<file path="src/rtl/sum_accumulator.sv">
// Frame accumulator: sums CNT upstream adder results per frame and presents
// the frame total on a valid/ready output, holding it until downstream accepts.
module sum_accumulator #(
    parameter  int N     = 4,
    parameter  int CNT   = 4,
    localparam int ACC_W = N + 1 + ((CNT > 1) ? $clog2(CNT) : 0),
    localparam int CW    = $clog2(CNT + 1)
) (
    input  logic             clk,
    input  logic             rst_n,
    input  logic [N:0]       in_sum,
    input  logic             in_valid,
    output logic             in_ready,
    input  logic             clear,
    output logic [ACC_W-1:0] out_total,
    output logic             out_valid,
    input  logic             out_ready,
    output logic [CW-1:0]    count
);

    typedef enum logic {
        ACCUM = 1'b0,
        HOLD  = 1'b1
    } state_t;

    state_t           state_reg, state_next;
    logic [ACC_W-1:0] acc_reg, acc_next;
    logic [ACC_W-1:0] total_reg, total_next;
    logic [CW-1:0]    count_reg, count_next;

    // Running sum including the word currently offered; ACC_W is wide enough
    // for CNT maximal words, so this never wraps.
    logic [ACC_W-1:0] acc_sum;
    // The word being offered would be the last one of the frame.
    logic             last_word;

    assign acc_sum   = acc_reg + ACC_W'(in_sum);
    assign last_word = (count_reg == CW'(CNT - 1));

    // State and datapath registers; reset clears everything without a clock.
    always_ff @(posedge clk or negedge rst_n) begin
        if (!rst_n) begin
            state_reg <= ACCUM;
            acc_reg   <= '0;
            total_reg <= '0;
            count_reg <= '0;
        end else begin
            state_reg <= state_next;
            acc_reg   <= acc_next;
            total_reg <= total_next;
            count_reg <= count_next;
        end
    end

    // Next-state and datapath updates; clear overrides every other event and
    // leaves the last published total untouched.
    always_comb begin
        state_next = state_reg;
        acc_next   = acc_reg;
        total_next = total_reg;
        count_next = count_reg;
        if (clear) begin
            state_next = ACCUM;
            acc_next   = '0;
            count_next = '0;
        end else begin
            case (state_reg)
                ACCUM: begin
                    if (in_valid) begin
                        if (last_word) begin
                            total_next = acc_sum;
                            acc_next   = '0;
                            count_next = '0;
                            state_next = HOLD;
                        end else begin
                            acc_next   = acc_sum;
                            count_next = count_reg + CW'(1);
                        end
                    end
                end
                HOLD: begin
                    if (out_ready) begin
                        state_next = ACCUM;
                    end
                end
                default: begin
                    state_next = ACCUM;
                end
            endcase
        end
    end

    // Ready is gated by reset so nothing is offered while the block is held.
    assign in_ready  = rst_n && (state_reg == ACCUM) && !clear;
    assign out_valid = (state_reg == HOLD);
    assign out_total = total_reg;
    assign count     = count_reg;

endmodule

</file>
<file path="config.mk">
export PLATFORM = sky130hd
export DESIGN_NAME = sum_accumulator
export DESIGN_NICKNAME = d
export VERILOG_FILES = /design/src/rtl/sum_accumulator.sv
export SDC_FILE = /design/constraint.sdc
export NUM_CORES = 1
export LEC_CHECK = 0
export ABC_CLOCK_PERIOD_IN_PS = 4800
export BUFFER_PORTS_ARGS = -buffer_cell sky130_fd_sc_hd__buf_2
export CAP_MARGIN = 20
export CORE_UTILIZATION = 45
export DETAILED_ROUTE_END_ITERATION = 8
export GPL_ROUTABILITY_DRIVEN = 0
export GPL_TIMING_DRIVEN = 0
export PLACE_DENSITY = 0.65
export SYNTH_ARGS = -nofsm -noshare
export SYNTH_HDL_FRONTEND = slang
export SYNTH_SLANG_ARGS = --single-unit
</file>
<file path="constraint.sdc">
create_clock -name clk -period 4.8 [get_ports clk]
set_clock_uncertainty 0.2 [all_clocks]
set_input_delay 0.96 -clock clk [delete_from_list [all_inputs] [get_ports clk]]
set_output_delay 0.96 -clock clk [all_outputs]
set_load 0.01 [all_outputs]
</file>
### After elaboration in Yosys (flattened, before gate mapping)

Cells that the tools add are included.

* output and inout bits: 12
* logic and storage cells: 29
* memories kept: 0
* bits of input ports: 10
* bits in read-only memories: 0
* register bits: 18
* bits in writable memories: 0
* bits in latches: 0

* equal/unequal tests: 2
* shift-type cells: 0
* bitwise gates (word level): 2
* add/subtract/negate cells: 2
* $mul: 0
* reductions and logical operators: 6
* $lt $le $gt $ge: 0
* mux-type cells: 13
* div/mod/pow operators: 0

Operator list (count)
* $mux 7: 4
* $mux 3: 4
* $add 7x5->7: 1
* $mux 1: 4
* $reduce_and 4->1: 1
* $add 3x1->3 const B: 1
* $eq 3x2->1 const B: 1
* $logic_and 1x1->1: 2
* $ne 2x2->1 const B: 1
* $not 1->1: 2
* $pmux 1 s2: 1
* $reduce_and 2->1: 1
* $reduce_bool 2->1: 1
* $logic_not 1->1: 1

### Logic depth before layout (Yosys ltp)

Gate-level depths: netlist (run 1).

* word-level depth: 5
* depth in mapped cells: 6
* mapped depth without buffers: 6

### Worst setup path before layout (run 1)

OpenSTA, ideal clock, no wires.

* path type: input port to flip-flop
* start point: input in_sum[0]
* end point: register total_reg[4] (netlist: out_total[4])
* setup slack: 2.222 ns
* buffers on the path: 0
* stages: 6
* data arrival time: 2.253 ns
* cells stage by stage: ha_1 fa_1 a21o_1 a21oi_1 xnor2_1 mux2_4

* cells in the longest elaborated chain, start to end: 1

RTL lines
* start: declaration: RTL line 11 `input logic [N:0] in_sum,`
* $add 7x5->7: RTL line 37 `assign acc_sum = acc_reg + ACC_W'(in_sum);`
* end signal: assignment: RTL line 50 `total_reg <= total_next;`
* end: declaration: RTL line 28 `logic [ACC_W-1:0] total_reg, total_next;`

Every way passes these cells.
A chain may end at the register's enable or synchronous reset.

### Worst setup path after layout (run 1)

* start point: input rst_n
* end point: output in_ready

* cells in the longest elaborated chain, start to end: 2

RTL lines
* start: declaration: RTL line 10 `input logic rst_n,`
* $logic_and 1x1->1 (2 in a row): RTL line 94 `assign in_ready = rst_n && (state_reg == ACCUM) && !clear;`
* end: declaration: RTL line 13 `output logic in_ready,`

Every way passes these cells.

==> reports/results.tsv, run 1 <==
metric	value	unit
delay-heaviest family, CP	buffers and inverters	
gr ovfl total	0	
Post-CTS Hold Fix Bufs	0	
1st-pass router iterations	4	
sequential area share after synthesis	47.8	%
Cell Area, Synth	942	µm²
commonest non-fill, non-tap cells in the layout	21 x buf_2, 18 x dfrtp_1, 6 x ha_1	
antenna violations before repair	0	
post-route ant nets	0	
layout cells sized above 1	31.1	%
total CTS buffers	3	
cells along the critical path	buf_2 > nor3b_1 > buf_2	
Synth async-reset ratio	100	%
Post-synth EDFFs	0	
Initial Util	48.0	%
WP depth	3	
clk sinks	18	
worst setup margin	1.96	ns
Total GRT Usage	17.0	%
most used cell, CP	buf_2	
slowest CP cell	buf_2	
post-synth cell types	30	
DRC	0	
vias	702	
PostCTS Resize Cnt	0	
number of diodes	0	
max incr delay on CP	0.35	ns
full die area	2280	µm²
Port Buffers	21	
die height	47.8	µm
outcome	finished, final reports clean	
First DRT Iteration DRCs	9	
global-route wire length before repair	2.66	mm
site row count	16	
Skew-Pair Late Insertion Delay	0.29	ns
most common cell after layout, fill and taps aside	buf_2	
root buffer cell	clkbuf_4	
vias in the first global route	608	
min-delay worst type	flip-flop to flip-flop	
H-Tree Depth	1	
worst-path fanout max	19	
Fmax	0.352	GHz
drt wl/cell	12.9	µm
Final min period	2.84	ns
RSZ-0062 raised after global routing	false	
Hold Path Stages	2	
Most used DFF post-synth	dfrtp_1	
worst IR drop on VDD	0.172	mV
Critical Path Start Type	primary input	
CP endpoint kind	primary output	
Max Buffers Root-to-Sink	2	
post-DP HPWL	1.25	mm
total routed wirelength	1.72	mm
Critical Path RT	3.64	ns
setup bufs post-CTS	0	
static leakage	0.591	nW
power per cell area	331	nW/µm²
setup TNS	0	ns
largest net degree at the start of global routing	20	
CTS tree	yes	
Vias/cell	5.28	
DP Worst Slack	1.93	ns
# IOs	22	
switching share of power	29.1	%
area grow syn2layout	18.6	%
Synth Register Bits	18	
worst-case reg-to-reg path depth	6	
WS Path Type	primary input to primary output	
Slew headroom	62.1	%
Seq pwr share	49.2	%
Bufs and invs on worst path	2	
data arrival time of the worst path	1.68	ns
Final nets	124	
Clock Pin Slew Worst Setup and Hold Paths	0.11	ns
clock share of power	26.0	%
Comb pwr share	24.8	%
Max Cap Violations	0	
DIE WIDTH	47.8	µm
Fin. Hold Viols	0	
syn_nets	98	
Slew Limit Fails	0	
Net Switching	0.108	mW
final period utilization	59.2	%
internal power	0.262	mW
worst slew pin tran	0.567	ns
Synth Warn #	0	
final setup vio count	0	
synthesized instance count	81	
total core area	1960	µm²
syn avg cell area	11.6	µm²
## through the flow
stage | power, mW | hold slack (ns) | instance area (µm²) | util [%] | instances
5_1_grt | 0.392 | 0.315 | 1120 | 57.0 | 133
3_3_place_gp | 0.274 | 0.259 | 1080 | 55.1 | 129
6_report | 0.370 | 0.290 | 1120 | 57.0 | 133
2_1_floorplan | 0.244 | 0.254 | 942 | - | 81
4_1_cts | 0.374 | 0.291 | 1120 | 57.0 | 133
3_5_place_dp | 0.277 | 0.264 | 1080 | 55.1 | 129
## power groups by stage
stage / registers, mW / logic [mW] / clock network [mW]
after global routing: 0.184 / 0.103 / 0.104
after CTS: 0.182 / 0.0918 / 0.100
after floorplan: 0.191 / 0.0531 / 0
after global placement: 0.185 / 0.0893 / 0
final: 0.182 / 0.0918 / 0.0962
after detailed placement: 0.185 / 0.0914 / 0
## worst reg2reg max path, cell delays in order (launching register included)
cell	delay, ns
dfrtp_1	0.40
ha_1	0.22
fa_1	0.42
a21o_1	0.22
a21oi_1	0.17
xnor2_1	0.10
mux2_4	0.27
## cells in the mapped netlist (2+ instances only)
master | instances | area, µm²
ha_1 | 6 | 75.1
xnor2_1 | 4 | 35.0
inv_1 | 2 | 7.51
a21oi_1 | 4 | 20.0
a31oi_1 | 2 | 12.5
nor2_1 | 2 | 7.51
a211o_1 | 2 | 17.5
nand2_1 | 5 | 18.8
nand2b_1 | 4 | 25.0
dfrtp_1 | 18 | 450
a22o_1 | 4 | 35.0
a21o_1 | 3 | 22.5
mux2_2 | 2 | 22.5
mux2_4 | 2 | 30.0
nor2b_1 | 2 | 12.5
o21ai_0 | 5 | 25.0
## cell families after synthesis
group           count (synthesis)  synth area share, %
mux                             5                 6.64
xor+xnor                        4                 3.72
simple gates                   21                 13.5
compound gates                 23                 16.2
fa+ha+maj                       7                 10.1
buf+inv                         3                 1.99
flops                          18                 47.8
## routing by layer
layer | share of wire (%) | vias to the layer above | track usage [%]
met1 | 49 | 333 | 23.7
met4 | 1.6 | 0 | 8.33
li1 | - | 346 | -
met2 | 44 | 19 | 25.4
met5 | 0 | - | 0
met3 | 5.8 | 4 | 3.02
## final timing paths
path,start,endpoint,slack (ns)
min,out_total[5]$_DFFE_PN0P_,out_total[5]$_DFFE_PN0P_,0.29
max reg2reg,acc_reg[0]$_DFFE_PN0P_,out_total[4]$_DFFE_PN0P_,2.70
max,rst_n,in_ready,1.96
max in group asynchronous,rst_n,out_total[6]$_DFFE_PN0P_,3.74
min reg2reg,out_total[5]$_DFFE_PN0P_,out_total[5]$_DFFE_PN0P_,0.29
min in group asynchronous,rst_n,out_total[1]$_DFFE_PN0P_,0.38
## cell type report
| type | count | area [µm²] |
|---|---|---|
| plain buffers | 1 | 11.3 |
| inverters | 2 | 7.51 |
| clock buffers | 4 | 36.3 |
| repair buffers | 21 | 105 |
| well taps | 27 | 33.8 |
| fillers | 186 | 845 |
| flip-flops and latches | 18 | 450 |
| multi-input cells | 60 | 473 |
(Power assumes the default switching activity.)
==> run 2, diff against run 1 <==
Settings changed: ABC_AREA from default to 1, ABC_CLOCK_PERIOD_IN_PS 4800 to 2850, PLACE_DENSITY 0.65 to 0.64.
Clock period 4.8 ns to 2.85 ns, I/O delays scaled along.
==> run 2 against run 1 <==
Effect of this change: critical endpoint unchanged; utilization rose by 1.8 points; first-iteration DRC count is 22% lower; global-route usage rose by 2.2 points; non-clock buffer count rose by 1; register-to-register slack worse by 1.7 ns; sequential share of layout area is 3.2 points lower; highest routed layer unchanged; flip-flop and latch count unchanged; final cell count increased by 30%.
==> reports/results.tsv, run 2 <==
metric	value	unit	change
static leakage	0.710	nW	was 0.591 nW
Total GRT Usage	19.2	%	was 17.0%
outcome	finished, final reports clean		unchanged
Synth area leaders	dfrtp_1 44%, nand2_1 14%, ha_1 7.3%		was dfrtp_1 48%, ha_1 8.0%, a22o_1 3.7%
Clock Pin Slew Worst Setup and Hold Paths	0.10	ns	was 0.11 ns
Critical Path RT	2.08	ns	was 3.64 ns
vias in the first global route	823		was 608
DIE WIDTH	49.8	µm	was 47.8 µm
Slew Limit Fails	0		unchanged
vias	820		was 702
Synth async-reset ratio	100	%	unchanged
final period utilization	89.1	%	
count leader, synth	nand2_1		was dfrtp_1
drt wl/cell	10.6	µm	was 12.9 µm
power per cell area	502	nW/µm²	was 331 nW/µm²
CTS tree	yes		unchanged
commonest cells in the netlist	38 x nand2_1, 18 x dfrtp_1, 13 x nand3_1, 11 x inv_1, 6 x ha_1		was 18 x dfrtp_1, 6 x ha_1, 5 x nand2_1, 5 x o21ai_0
CP endpoint kind	primary output		unchanged
1st-pass router iterations	4		unchanged
sequential area share after synthesis	43.8	%	was 47.8%
gr ovfl total	0		unchanged
WS Path Type	primary input to primary output		unchanged
GR Util met1	27.8	%	was 23.7%
worst-case reg-to-reg path depth	8		was 6
Post-synth EDFFs	0		unchanged
synthesized instance count	120		was 81
RR Startpoint	acc_reg[0]$_DFFE_PN0P_		unchanged
Slew headroom	71.7	%	was 62.1%
Hold Path Stages	2		unchanged
register area	450	µm²	unchanged
GR Util met3	2.16	%	was 3.02%
site row count	16		unchanged
# fillers	195		was 186
WHS Endpoint	out_valid$_DFF_PN0_		was out_total[5]$_DFFE_PN0P_
number of diodes	0		unchanged
largest net degree at the start of global routing	20		unchanged
Placement Cell Area	1170	µm²	was 1080 µm²
Critical Path Start Type	primary input		unchanged
most used cell, CP	buf_2		unchanged
Cell Area, Synth	1030	µm²	was 942 µm²
switching share of power	30.4	%	was 29.1%
total CTS buffers	3		unchanged
RSZ-0062 raised after global routing	false		unchanged
Seq pwr share	49.2	%	about the same
worst-path fanout max	19		unchanged
Yosys top cell area share	43.8	%	was 47.8%
most common cell after layout, fill and taps aside	nand2_1		was buf_2
die height	49.8	µm	was 47.8 µm
Comb pwr share	24.7	%	was 24.8%
area grow syn2layout	18.0	%	was 18.6%
Skew-Pair Late Insertion Delay	0.30	ns	was 0.29 ns
full die area	2480	µm²	was 2280 µm²
total routed wirelength	1.83	mm	was 1.72 mm
syn avg cell area	8.56	µm²	was 11.6 µm²
worst IR drop on VDD	0.355	mV	was 0.172 mV
Max Cap Violations	0		unchanged
WP depth	5		was 3
syn_nets	137		was 98
Synth Warn #	0		unchanged
area leader, netlist	dfrtp_1		unchanged
Bufs and invs on worst path	3		was 2
hold slack	0.227	ns	was 0.290 ns
clock share of power	26.1	%	was 26.0%
First DRT Iteration DRCs	7		was 9
Vias/cell	4.74		was 5.28
post-route cell area	1210	µm²	was 1120 µm²
clk sinks	18		unchanged
max incr delay on CP	0.52	ns	was 0.35 ns
area occupied by multi-input gates	502	µm²	was 473 µm²
post-DP HPWL	1.44	mm	was 1.25 mm
Most used DFF post-synth	dfrtp_1		unchanged
Worst R2R Setup Slack	0.98	ns	was 2.70 ns
post-synth cell types	24		was 30
cells along the critical path	dlygate4sd3_1 > buf_2 > nand2_1 > nor2_1 > buf_2		was buf_2 > nor3b_1 > buf_2
Layout Cells excl Fill	173		was 133
global route hottest layer	met1		was met2
Max Buffers Root-to-Sink	2		unchanged
Placed Cells	168		was 129
final setup vio count	0		unchanged
global-route wire length before repair	3.54	mm	was 2.66 mm
DRC	0		unchanged
total core area	2060	µm²	was 1960 µm²
worst slew pin tran	0.424	ns	was 0.567 ns
Net Switching	0.185	mW	was 0.108 mW
Fmax	0.394	GHz	
post-route ant nets	0		unchanged
antenna violations before repair	0		unchanged
setup TNS	0	ns	unchanged
internal power	0.423	mW	was 0.262 mW
delay-heaviest family, CP	buffers and inverters		unchanged
worst r2r dst	out_total[6]$_DFFE_PN0P_		was out_total[4]$_DFFE_PN0P_
commonest non-fill, non-tap cells in the layout	38 x nand2_1, 21 x buf_2, 18 x dfrtp_1		was 21 x buf_2, 18 x dfrtp_1, 6 x ha_1
Fin. Hold Viols	0		unchanged
H-Tree Depth	1		unchanged
met2 Track Usage GR	27.3	%	was 25.4%
Port Buffers	21		unchanged
layout cells sized above 1	29.5	%	was 31.1%
Final nets	164		was 124
Initial Util	49.8	%	was 48.0%
critical hold path startpoint	out_ready		was out_total[5]$_DFFE_PN0P_
root buffer cell	clkbuf_4		unchanged
Synth Register Bits	18		unchanged
min-delay worst type	primary input to flip-flop		was flip-flop to flip-flop
data arrival time of the worst path	1.77	ns	was 1.68 ns
Final min period	2.54	ns	
Tot Pwr	0.608	mW	was 0.370 mW
slowest CP cell	dlygate4sd3_1		was buf_2
# IOs	22		unchanged
run 2: cell count changes after synthesis, sizes merged, moves of 3 or more:
cell / change
nor2: +5
inv: +14
nand2: +36
a21oi: -3
xnor2: -3
a22o: -3
nand2b: -4
mux2: -4
nand3: +12
run 2: timing repair:
action,CTS,global route
hold buffers,1,0
setup buffers,0,0
endpoints found under the hold margin,18,0
resized for setup,0,0
run 2: cell type report:
class / instances / area share (%)
multi-input combinational: 84 / 41.4
sequential: 18 / 37.2
timing repair buffer: 22 / 9.49
inverter: 17 / 5.26
clock buffer: 4 / 2.99
tap: 27 / 2.79
buffer: 1 / 0.929
run 2: worst max path at each step:
stage | from | endpoint | slack [ns]
floorplan | in_sum[0] | acc_reg[6]$_DFFE_PN0P_ | 0.92
global placement | in_sum[0] | out_total[6]$_DFFE_PN0P_ | 0.69
detailed placement | in_sum[0] | out_total[6]$_DFFE_PN0P_ | 0.67
CTS | rst_n | in_ready | 0.29
global route | rst_n | in_ready | 0.1
finish | rst_n | in_ready | 0.31
run 2: logic make-up (layout without fill, tap and decap cells):
| family | after synthesis | in the layout | share of synthesized area, % |
|---|---|---|---|
| simple gates | 64 | 64 | 30.7 |
| fa+ha+maj | 7 | 7 | 9.26 |
| buf+inv | 18 | 44 | 7.31 |
| xor+xnor | 1 | 1 | 0.853 |
| compound gates | 12 | 12 | 8.04 |
| flops | 18 | 18 | 43.8 |
run 2: power groups by stage:
| stage | combinational [mW] | sequential, mW | clock (mW) |
|---|---|---|---|
| 2_1_floorplan | 0.0921 | 0.313 | 0 |
| 4_1_cts | 0.152 | 0.300 | 0.166 |
| 6_report | 0.150 | 0.299 | 0.159 |
| 5_1_grt | 0.175 | 0.305 | 0.176 |
| 3_3_place_gp | 0.148 | 0.304 | 0 |
| 3_5_place_dp | 0.151 | 0.305 | 0 |
run 2: through the flow:
step / utilization, % / worst slack, ns
2_1_floorplan: - / 0.924
4_1_cts: 58.8 / 0.286
5_1_grt: 58.8 / 0.0988
3_5_place_dp: 56.6 / 0.671
6_report: 58.8 / 0.311
3_3_place_gp: 56.6 / 0.694
run 2: metal layers:
| metal | wire length [µm] | share of wire, % |
|---|---|---|
| met5 | 0 | 0 |
| met4 | 55 | 3.0 |
| met3 | 57 | 3.1 |
| met2 | 794 | 43 |
| met1 | 925 | 50 |
==> run 3, diff against run 2 <==
Settings changed: REMOVE_ABC_BUFFERS from default to 1.
==> run 3 against run 2 <==
Effect of this change: the flow now finishes with violations (negative hold slack); die area unchanged; flip-flop and latch count is the same; first-iteration DRC count is 86% higher; critical endpoint unchanged; clock power down 3%; final area decreased by 1.8%; worst hold slack worse by 0.24 ns; count of clock-buffer cells in the layout is the same.
==> reports/results.tsv, run 3 (synthesis gave the netlist of run 2 again) <==
metric	value	unit	change
outcome	complete, but fails checks		was finished, final reports clean
violated checks	negative hold slack		
Total GRT Usage	17.3	%	was 19.2%
hold slack	-0.0104	ns	was 0.227 ns
Final min period	2.00	ns	was 2.54 ns
post-DP HPWL	1.42	mm	was 1.44 mm
post-route ant nets	0		unchanged
switching share of power	29.9	%	was 30.4%
Placed Cells	167		was 168
site row count	16		unchanged
Final nets	162		was 164
worst IR drop on VDD	0.319	mV	was 0.355 mV
worst-case reg-to-reg path depth	8		unchanged
Skew-Pair Late Insertion Delay	0.29	ns	was 0.30 ns
Worst R2R Setup Slack	0.97	ns	was 0.98 ns
# IOs	22		unchanged
total CTS buffers	3		unchanged
number of diodes	0		unchanged
global-route wire length before repair	3.24	mm	was 3.54 mm
WS Path Type	primary input to primary output		unchanged
Port Buffers	21		unchanged
internal power	0.422	mW	was 0.423 mW
Critical Path RT	2.08	ns	about the same
Fin. Hold Viols	10		was 0
final period utilization	70.2	%	was 89.1%
die height	49.8	µm	unchanged
Fmax	0.500	GHz	was 0.394 GHz
layout cells sized above 1	29.2	%	was 29.5%
H-Tree Depth	1		unchanged
most common cell after layout, fill and taps aside	nand2_1		unchanged
vias	816		was 820
Layout Cells excl Fill	171		was 173
DRC	0		unchanged
Vias/cell	4.77		was 4.74
CP endpoint kind	primary output		unchanged
Clock Pin Slew Worst Setup and Hold Paths	0.10	ns	about the same
setup bufs post-CTS	0		unchanged
clk sinks	18		unchanged
vias in the first global route	783		was 823
data arrival time of the worst path	1.23	ns	was 1.77 ns
min-delay worst type	primary input to async pin		was primary input to flip-flop
Setup crit end	in_ready		unchanged
total core area	2060	µm²	unchanged
Max Buffers Root-to-Sink	2		unchanged
largest net degree at the start of global routing	20		unchanged
Post-CTS Hold Fix Bufs	0		was 1
power per cell area	506	nW/µm²	was 502 nW/µm²
gr ovfl total	0		unchanged
Critical Path Start Type	primary input		unchanged
Net Switching	0.180	mW	was 0.185 mW
worst slew pin tran	0.415	ns	was 0.424 ns
static leakage	0.700	nW	was 0.710 nW
CP startpoint	rst_n		unchanged
clock share of power	25.6	%	was 26.1%
DIE WIDTH	49.8	µm	unchanged
# fillers	213		was 195
worst-path fanout max	19		unchanged
1st-pass router iterations	4		unchanged
Comb pwr share	24.7	%	about the same
drt wl/cell	10.5	µm	was 10.6 µm
total routed wirelength	1.80	mm	was 1.83 mm
CTS tree	yes		unchanged
worst r2r dst	out_total[6]$_DFFE_PN0P_		unchanged
root buffer cell	clkbuf_4		unchanged
full die area	2480	µm²	unchanged
Slew Limit Fails	0		unchanged
First DRT Iteration DRCs	13		was 7
Seq pwr share	49.7	%	was 49.2%
setup TNS	0	ns	unchanged
commonest non-fill, non-tap cells in the layout	38 x nand2_1, 21 x buf_2, 18 x dfrtp_1		unchanged
Max Cap Violations	0		unchanged
Slew headroom	72.4	%	was 71.7%
RR Startpoint	acc_reg[0]$_DFFE_PN0P_		unchanged
final setup vio count	0		unchanged
PostCTS Resize Cnt	0		unchanged
RSZ-0062 raised after global routing	false		unchanged
Initial Util	49.8	%	unchanged
antenna violations before repair	0		unchanged
area grow syn2layout	16.0	%	was 18.0%
[run 3: cell types whose count changed in the layout (fill, tap and decap cells not counted), sizes merged]
cell | before | now
buf | 22 | 21
dlygate4sd3 | 1 | 0
[run 3: layer usage]
layer	global-route usage, %	routed length, µm	vias to the layer above
li1	-	-	432
met1	23.1	892	363
met2	27.7	811	16
met3	1.85	54	5
met4	8.57	38	0
met5	0	0	-
[run 3: how the worst min path moves through the flow]
| stage | startpoint | endpoint | slack (ns) | depth (start not counted) |
|---|---|---|---|---|
| floorplan | rst_n | acc_reg[0]$_DFFE_PN0P_ | 0.07 | 0 |
| CTS | rst_n | count[0]$_DFFE_PN0P_ | 0.002 | 1 |
| detailed placement | out_total[6]$_DFFE_PN0P_ | out_total[6]$_DFFE_PN0P_ | 0.26 | 2 |
| global route | rst_n | out_total[1]$_DFFE_PN0P_ | 0.02 | 1 |
| global placement | out_total[0]$_DFFE_PN0P_ | out_total[0]$_DFFE_PN0P_ | 0.26 | 2 |
| finish | rst_n | count[0]$_DFFE_PN0P_ | -0.01 | 1 |
[run 3: layout make-up]
type	count	area [µm²]	area share [%]
Multi-Input combinational cell	84	502	42.1
Sequential cell	18	450	37.8
Timing Repair Buffer	21	105	8.82
Inverter	17	63.8	5.36
Clock buffer	4	36.3	3.05
Tap cell	27	33.8	2.84
[run 3: critical path, cell delays in order]
cell and delay, ns:
buf_2 0.35, nand2_1 0.10, nor2_1 0.08, buf_2 0.13
[run 3: through the flow]
stage	power [mW]	hold WS [ns]	util [%]	setup slack, ns	instance area, µm²
final	0.602	-0.0104	57.8	0.849	1190
after global routing	0.647	0.0194	57.8	0.727	1190
after CTS	0.612	0.00170	57.8	0.812	1190
after detailed placement	0.456	0.261	56.0	0.671	1150
after global placement	0.452	0.260	56.0	0.698	1150
after floorplan	0.404	0.0744	-	0.924	1020
[run 3: power groups by stage]
stage / Combinational [mW] / Sequential (mW) / Clock (mW)
3_3_place_gp: 0.147 / 0.304 / 0
2_1_floorplan: 0.0918 / 0.313 / 0
4_1_cts: 0.152 / 0.300 / 0.160
6_report: 0.149 / 0.300 / 0.154
5_1_grt: 0.171 / 0.304 / 0.171
3_5_place_dp: 0.151 / 0.305 / 0
